`config.mk`:
```
export PLATFORM = sky130hd
export DESIGN_NAME = if_stage
export DESIGN_NICKNAME = d
export VERILOG_FILES = /design/src/rtl/if_stage_pkg.sv /design/src/rtl/if_stage_pc_next_sel.sv /design/src/rtl/if_stage.sv
export SDC_FILE = /design/constraint.sdc
export NUM_CORES = 1
export LEC_CHECK = 0
export CORE_ASPECT_RATIO = 0.9
export CORE_MARGIN = 5
export CORE_UTILIZATION = 40
export CTS_CLUSTER_SIZE = 14
export DETAILED_ROUTE_END_ITERATION = 16
export PLACE_DENSITY_LB_ADDON = 0.12
export SLEW_MARGIN = 15
export SYNTH_ARGS = -nofsm -noshare
export SYNTH_HDL_FRONTEND = slang
export SYNTH_SLANG_ARGS = --single-unit
```
`constraint.sdc`:
```
create_clock -name clk -period 2.6 [get_ports clk]
set_input_delay 0.52 -clock clk [delete_from_list [all_inputs] [get_ports clk]]
set_output_delay 0.52 -clock clk [all_outputs]
set_load 0.01 [all_outputs]
```
`src/rtl/if_stage_pkg.sv`:
```
// Shared constants and encodings for the instruction-fetch stage.
package if_stage_pkg;

   localparam logic [31:0] RESET_VEC = 32'h8000_0000;
   localparam logic [31:0] INT_VEC   = 32'h8000_0004;
   localparam logic [31:0] EXC_VEC   = 32'h8000_0008;
   localparam logic [31:0] NOP_INSTR = 32'h0000_0000;

   typedef enum logic [1:0] {
      ST_REQ     = 2'd0,
      ST_WAIT    = 2'd1,
      ST_HOLD    = 2'd2,
      ST_DISCARD = 2'd3
   } fetch_state_t;

   typedef enum logic [1:0] {
      JMP_NONE = 2'b00,
      JMP_J    = 2'b01,
      JMP_JR   = 2'b10,
      JMP_RSVD = 2'b11
   } jump_t;

endpackage

```
`src/rtl/if_stage_pc_next_sel.sv`:
```
// Priority select of the redirect target; purely combinational.
module pc_next_sel
   import if_stage_pkg::*;
(
   input  logic        stall,
   input  logic        kernel_mode,
   input  logic [1:0]  jump,
   input  logic        branch,
   input  logic        branch_cond,
   input  logic [31:0] jump_target,
   input  logic [31:0] jr_target,
   input  logic        exception,
   input  logic        interrupt,
   output logic        redirect,
   output logic [31:0] target
);

   // Reserved jump encoding behaves exactly like "no jump", branches included.
   logic jump_none;
   assign jump_none = (jump == JMP_NONE) || (jump == JMP_RSVD);

   always_comb begin
      redirect = 1'b0;
      target   = jump_target;
      if (!stall) begin
         if (exception) begin
            redirect = 1'b1;
            target   = EXC_VEC;
         end else if (interrupt && !kernel_mode) begin
            redirect = 1'b1;
            target   = INT_VEC;
         end else if (jump == JMP_J) begin
            redirect = 1'b1;
            target   = jump_target;
         end else if (jump == JMP_JR) begin
            redirect = 1'b1;
            target   = jr_target;
         end else if (branch && branch_cond && jump_none) begin
            redirect = 1'b1;
            target   = jump_target;
         end
      end
   end

endmodule

```
`src/rtl/if_stage.sv`:
```
// Instruction fetch: single-outstanding request FSM, PC register and IF/ID pipeline register.
module if_stage
   import if_stage_pkg::*;
(
   input  logic        clk,
   input  logic        reset,
   input  logic        Stall,
   input  logic [1:0]  Jump,
   input  logic        Branch,
   input  logic        BranchCond,
   input  logic [31:0] JumpTarget,
   input  logic [31:0] JrTarget,
   input  logic        Exception,
   input  logic        Interrupt,
   output logic        InstReq,
   output logic [31:0] InstAddr,
   input  logic        InstValid,
   input  logic [31:0] InstData,
   output logic [31:0] IFID_Instruction,
   output logic [31:0] IFID_PC,
   output logic        IFID_Valid
);

   fetch_state_t state;
   logic [31:0]  pc;
   logic [31:0]  hold_instr;
   logic [31:0]  hold_pc;
   logic         redirect;
   logic [31:0]  target;
   logic         accept;
   logic [31:0]  pc_plus4;

   pc_next_sel u_sel (
      .stall       (Stall),
      .kernel_mode (pc[31]),
      .jump        (Jump),
      .branch      (Branch),
      .branch_cond (BranchCond),
      .jump_target (JumpTarget),
      .jr_target   (JrTarget),
      .exception   (Exception),
      .interrupt   (Interrupt),
      .redirect    (redirect),
      .target      (target)
   );

   assign pc_plus4 = pc + 32'd4;
   // redirect already implies Stall=0
   assign accept   = (state == ST_WAIT) && InstValid && !Stall && !redirect;

   // Back-to-back fetch: the next request goes out in the same cycle the response is consumed.
   assign InstReq  = reset && ((state == ST_REQ) || accept);
   assign InstAddr = accept ? pc_plus4 : pc;

   always_ff @(posedge clk or negedge reset) begin
      if (!reset) begin
         state            <= ST_REQ;
         pc               <= RESET_VEC;
         hold_instr       <= 32'h0;
         hold_pc          <= 32'h0;
         IFID_Valid       <= 1'b0;
         IFID_Instruction <= NOP_INSTR;
         IFID_PC          <= 32'h0;
      end else begin
         if (!Stall) begin
            IFID_Valid       <= 1'b0;
            IFID_Instruction <= NOP_INSTR;
         end
         case (state)
            ST_REQ: begin
               if (redirect) begin
                  pc    <= target;
                  state <= ST_DISCARD;
               end else begin
                  state <= ST_WAIT;
               end
            end
            ST_WAIT: begin
               if (InstValid) begin
                  if (redirect) begin
                     pc    <= target;
                     state <= ST_REQ;
                  end else if (Stall) begin
                     hold_instr <= InstData;
                     hold_pc    <= pc;
                     state      <= ST_HOLD;
                  end else begin
                     IFID_Valid       <= 1'b1;
                     IFID_Instruction <= InstData;
                     IFID_PC          <= pc;
                     pc               <= pc_plus4;
                  end
               end else if (redirect) begin
                  pc    <= target;
                  state <= ST_DISCARD;
               end
            end
            ST_HOLD: begin
               if (!Stall) begin
                  if (redirect) begin
                     pc <= target;
                  end else begin
                     IFID_Valid       <= 1'b1;
                     IFID_Instruction <= hold_instr;
                     IFID_PC          <= hold_pc;
                     pc               <= pc_plus4;
                  end
                  state <= ST_REQ;
               end
            end
            ST_DISCARD: begin
               // Latest redirect wins; leave as soon as the stale response is swallowed.
               if (redirect) pc <= target;
               if (InstValid) state <= ST_REQ;
            end
            default: state <= ST_REQ;
         endcase
      end
   end

endmodule

```
Yosys cells after proc, flatten, opt, wreduce, memory -nomap -nowiden
Cells that the tools add are included.
Operators by class
  bitwise logic cells: 1
  $add $sub $neg: 1
  reduce and logical (&&, ||, !) cells: 20
  equal/unequal tests: 15
  multiplexer cells: 47
Operator list (number)
  32-bit two-way mux: 23
  32-bit case mux with 2 select lines: 2
  32-bit case mux with 3 select lines: 1
  32-bit by 3-bit adder with 32-bit output, second input constant: 1
  2-bit two-way mux: 7
  1-bit two-way mux: 12
  2-bit != test, second input constant: 6
  2-bit equality test, second input constant: 4
  2-bit case mux with 4 select lines: 1
  4-bit AND reduction: 2
  1-bit logical AND: 7
  3-bit != test, second input constant: 2
  6-bit AND reduction: 1
  2-bit by 1-bit equality test with 1-bit output, second input constant: 2
  2-bit logical NOT: 2
  4-bit != test, second input constant: 1
  1-bit logical NOT: 3
  1-bit logical OR: 2
  1-bit case mux with 2 select lines: 1
  2-bit AND reduction: 1
  2-bit nonzero test: 1
  2-bit OR reduction: 1
  1-bit inverter: 1
Storage, ports and cells
  input port bits: 106
  word-level logic and storage cells: 91
  register bits after elaboration: 163
  output and inout port bits: 98

Logic depth before layout (Yosys ltp)
  depth in word-level cells: 13
  depth in mapped cells: 10
  mapped depth without buffers: 7

By module
A second synthesis with hierarchy kept.
Unflattened totals
  cells, all modules: 1038
  area, all modules: 9049.9 sq um
Modules (own cells, without submodules)
  if_stage: instances 1, area each 8450.6 sq um, sequential area each 4080.2 sq um, cells an instance 917
  pc_next_sel: instances 1, area each 599.3 sq um, sequential area each 0.0 sq um, cells an instance 121

Worst setup path before layout
OpenSTA, ideal clock, no wires.
  path type: flip-flop to output port
  start: register pc[2]
  end: output port InstAddr[20]
  cell stages (with the launch flop): 8
  slack: 114 ps
  data required time: 2080 ps
  data arrival time: 1966 ps
  cells stage by stage: dfrtp_1 ha_1 and3_1 clkbuf_1 nand4_1 or3_1 nor3_1 xor2_1
On the way
  cells in the longest elaborated chain, start to end: 2
RTL lines
  from (decl): RTL line if_stage.sv:25  | logic [31:0] pc;
  from (signal assigned): RTL line if_stage.sv:72  | pc <= target;
  from (signal assigned): RTL line if_stage.sv:81  | pc <= target;
  from (signal assigned): RTL line if_stage.sv:91  | pc <= pc_plus4;
  32-bit by 3-bit adder with 32-bit output: RTL line if_stage.sv:47  | assign pc_plus4 = pc + 32'd4;
  32-bit two-way mux: RTL line if_stage.sv:53  | assign InstAddr = accept ? pc_plus4 : pc;
  to (decl): RTL line if_stage.sv:16  | output logic [31:0] InstAddr,
Every way passes these cells.

Final worst setup path
  start: register pc[2]
  end: output port InstAddr[26]
The elaborated chain is that of the path after synthesis.

==> impl_metrics.tcl <==
set metrics [dict create \
    drv_cap 0 \
    arrival_ns 2.40 \
    grt_pass1_wl_um 44460 \
    max-slew-margin-rel_pct 43.88 \
    max_freq_mhz 341.9 \
    synthFlopType "dfrtp_1" \
    seq_area_frac_synth_pct 47.76 \
    p_sw_mw 3.511 \
    worstSetupStartpointType "register" \
    drtIter0Drc 518 \
    internal_power_mw 6.645 \
    yosys.area.top_type "dfrtp_1" \
    slew_violations 0 \
    gp_congestion 0.8615 \
    drc 0 \
    syn_area_per_cell_um2 9.934 \
    coreArea_um2 20900 \
    dr_wl_met2_um 13110 \
    top_layer "met4" \
    ys_warn_count 0 \
    synthesis.nets 974 \
    cts.sinks 163 \
    synth_edf_count 0 \
    endpoint_kind "output port" \
    wl_met3_um 1783 \
    dp.final_hpwl_um 19990 \
    clockRootBuffer "clkbuf_16" \
    num_rows 50 \
    initial_core_util_pct 40.89 \
    fp.dieH_um 148.6 \
    worst_pin_slew_ns 0.8418 \
    wl_per_cell_um 18.85 \
    grt.overflow.total 0 \
    postRouteAntennaNets 0 \
    dr_total_vias 7901 \
    status "finished with violations" \
    placed_cell_area_um2 11970 \
    dieArea_um2 24390 \
    antenna_cells 0 \
    antenna_found_initial 0 \
    synth_top_area_share_pct 47.45 \
    final_area_um2 13150 \
    synth_area_leaders "dfrtp_1, mux2_2, mux2i_1" \
    required_ns 2.08 \
    final_nets 1309 \
    layout_common_cells "clkdlybuf4s50_1, dfrtp_1, buf_4" \
    synthCells 860 \
    combPwrFrac_pct 40.2 \
    postRouteWirelength_um 28160 \
    numCtsBuffers 17 \
    wl_met1_um 12920 \
    grt_setup_unrepaired "true" \
    first_global_vias 8030 \
    min_period_ns 2.925 \
    setup_ws_ns -0.3245 \
    grt_max_degree 86 \
    clk_pin_slew_worst_paths_ns 0.07 \
    cts_tree "built" \
    synth-seq-cells 163 \
    die_w_um 164.1 \
    path_class "register to output port" \
    h-tree-depth 4 \
    ioPinCount 204 \
    gr-usage-all-layers_pct 23.22 \
    layout_commonest_cell "clkdlybuf4s50_1" \
    syn_to_final_growth_pct 53.97 \
    hold_path.class "input pin to asynchronous set/reset pin" \
    yosys.cell_types.count 61 \
    hold_viol 0 \
    setup-violations-final 30 \
    final.setup.tns_ns -4.651 \
    utilization_pct 62.95 \
    first_pass_iters 4 \
    swShare_pct 34.57 \
    synthArstFlopShare_pct 100.0 \
    synth_area_um2 8543 \
    drive_gt1_share_pct 31.62 \
    fin_crit_sh_pct 112.5 \
    violations "setup timing" \
    skew_ns 0.01741 \
    clkLatencyLatePin_ns 0.42 \
    p_seq_share_pct 35.4 \
    power_density_nw_per_um2 772.1 \
    p_leak_nw 5.708 \
    avgViaCountPerCell 5.288 \
    vdd_drop_max_v 0.0005739 \
    critPathMaxFanout 4 \
    clkPwrFrac_pct 24.4 \
    io_buffer_count 203 \
    clock_path_buffers 2 \
]
cells by family (layout without fill, tap and decap cells):
kind of cell	count (synthesis)	in the layout	share of synthesized area, %
simple gates	247	247	13.55
compound gates	201	201	15.19
flops	163	163	47.76
mux	116	116	14.41
buf+inv	92	440	4.540
xor+xnor	33	33	3.383
fa+ha+maj	8	8	1.172
synth_stat cells, drive strengths merged (9+ instances only):
library cell and count:
mux2i 60, nor2 39, o21ai 89, nor3 26, o22ai 12, a21oi 17
dfrtp 162, nand3 15, inv 22, mux2 56, xnor2 24, xor2 9
nand2 114, clkbuf 31, a22oi 33, buf 39
registers in the layout, summed over array words and instances, names as in the netlist:
| register | cells |
|---|---|
| IFID_Instruction | 32 |
| IFID_PC | 32 |
| hold_instr | 32 |
| hold_pc | 32 |
| pc | 32 |
| state | 2 |
| IFID_Valid | 1 |
per-stage QoR:
step / worst slack [ns] / total power, mW / std cells / hold slack, ns
2_1_floorplan: 0.1145 / 5.591 / 860 / 0.2244
3_3_place_gp: -0.9263 / 7.565 / 1435 / 0.3630
3_5_place_dp: -0.9520 / 7.637 / 1435 / 0.3619
4_1_cts: -0.3657 / 10.13 / 1481 / 0.4669
5_1_grt: -0.4117 / 10.76 / 1494 / 0.4772
6_report: -0.3245 / 10.16 / 1494 / 0.4722
layer usage:
layer	up-vias	track usage, %
li1	3770	-
met1	3862	33.00
met2	245	36.36
met3	24	4.794
met4	0	5.912
met5	-	0
power groups by stage:
stage          clock [mW]  combinational (mW)  sequential (mW)
2_1_floorplan           0                1.94             3.65
3_3_place_gp            0                3.96             3.60
6_report             2.48                4.08             3.60
5_1_grt              2.65                4.43             3.68
3_5_place_dp            0                4.00             3.63
4_1_cts              2.54                4.00             3.59
final timing paths:
kind                                            start                             end  slack [ns]  depth (start not counted)
max                                 pc[2]$_DFFE_PN0P_                    InstAddr[26]       -0.32                          7
min                                             reset          hold_pc[8]$_DFFE_PN0P_        0.47                          2
max reg2reg                        pc[31]$_DFFE_PN1P_          IFID_PC[1]$_DFFE_PN0P_        0.23                          9
min reg2reg                hold_instr[29]$_DFFE_PN0P_  IFID_Instruction[29]$_DFF_PN0_        0.47                          2
max in group asynchronous                       reset   IFID_Instruction[2]$_DFF_PN0_        1.04                          3
min in group clk           hold_instr[29]$_DFFE_PN0P_  IFID_Instruction[29]$_DFF_PN0_        0.47                          2
final cells by class:
cell class	count	area, um2
Clock buffer	21	440.4
Inverter	22	82.58
Sequential cell	163	4080
Clock inverter	11	128.9
Tap cell	286	357.8
Fill cell	1757	7741
Multi-Input combinational cell	605	4553
Timing Repair Buffer	386	3511
critical path: stages (launching register included):
cell and delay, ns:
dfrtp_1 0.43, ha_2 0.22, and3_4 0.21, nand4_1 0.23, or4_4 0.52, nor2_4 0.11, xor2_1 0.13, buf_2 0.15
repair_timing:
| action | CTS | global route |
|---|---|---|
| gates resized for setup | 186 | 56 |
| hold endpoints to repair | 12 | 0 |
| cloned | 1 | 2 |
| pin swaps | 25 | 37 |
| setup endpoints to repair | 48 | 31 |
| setup buffers | 12 | 12 |
| hold buffers | 1 | 0 |
Note: power is estimated with default switching activity, not from simulation.
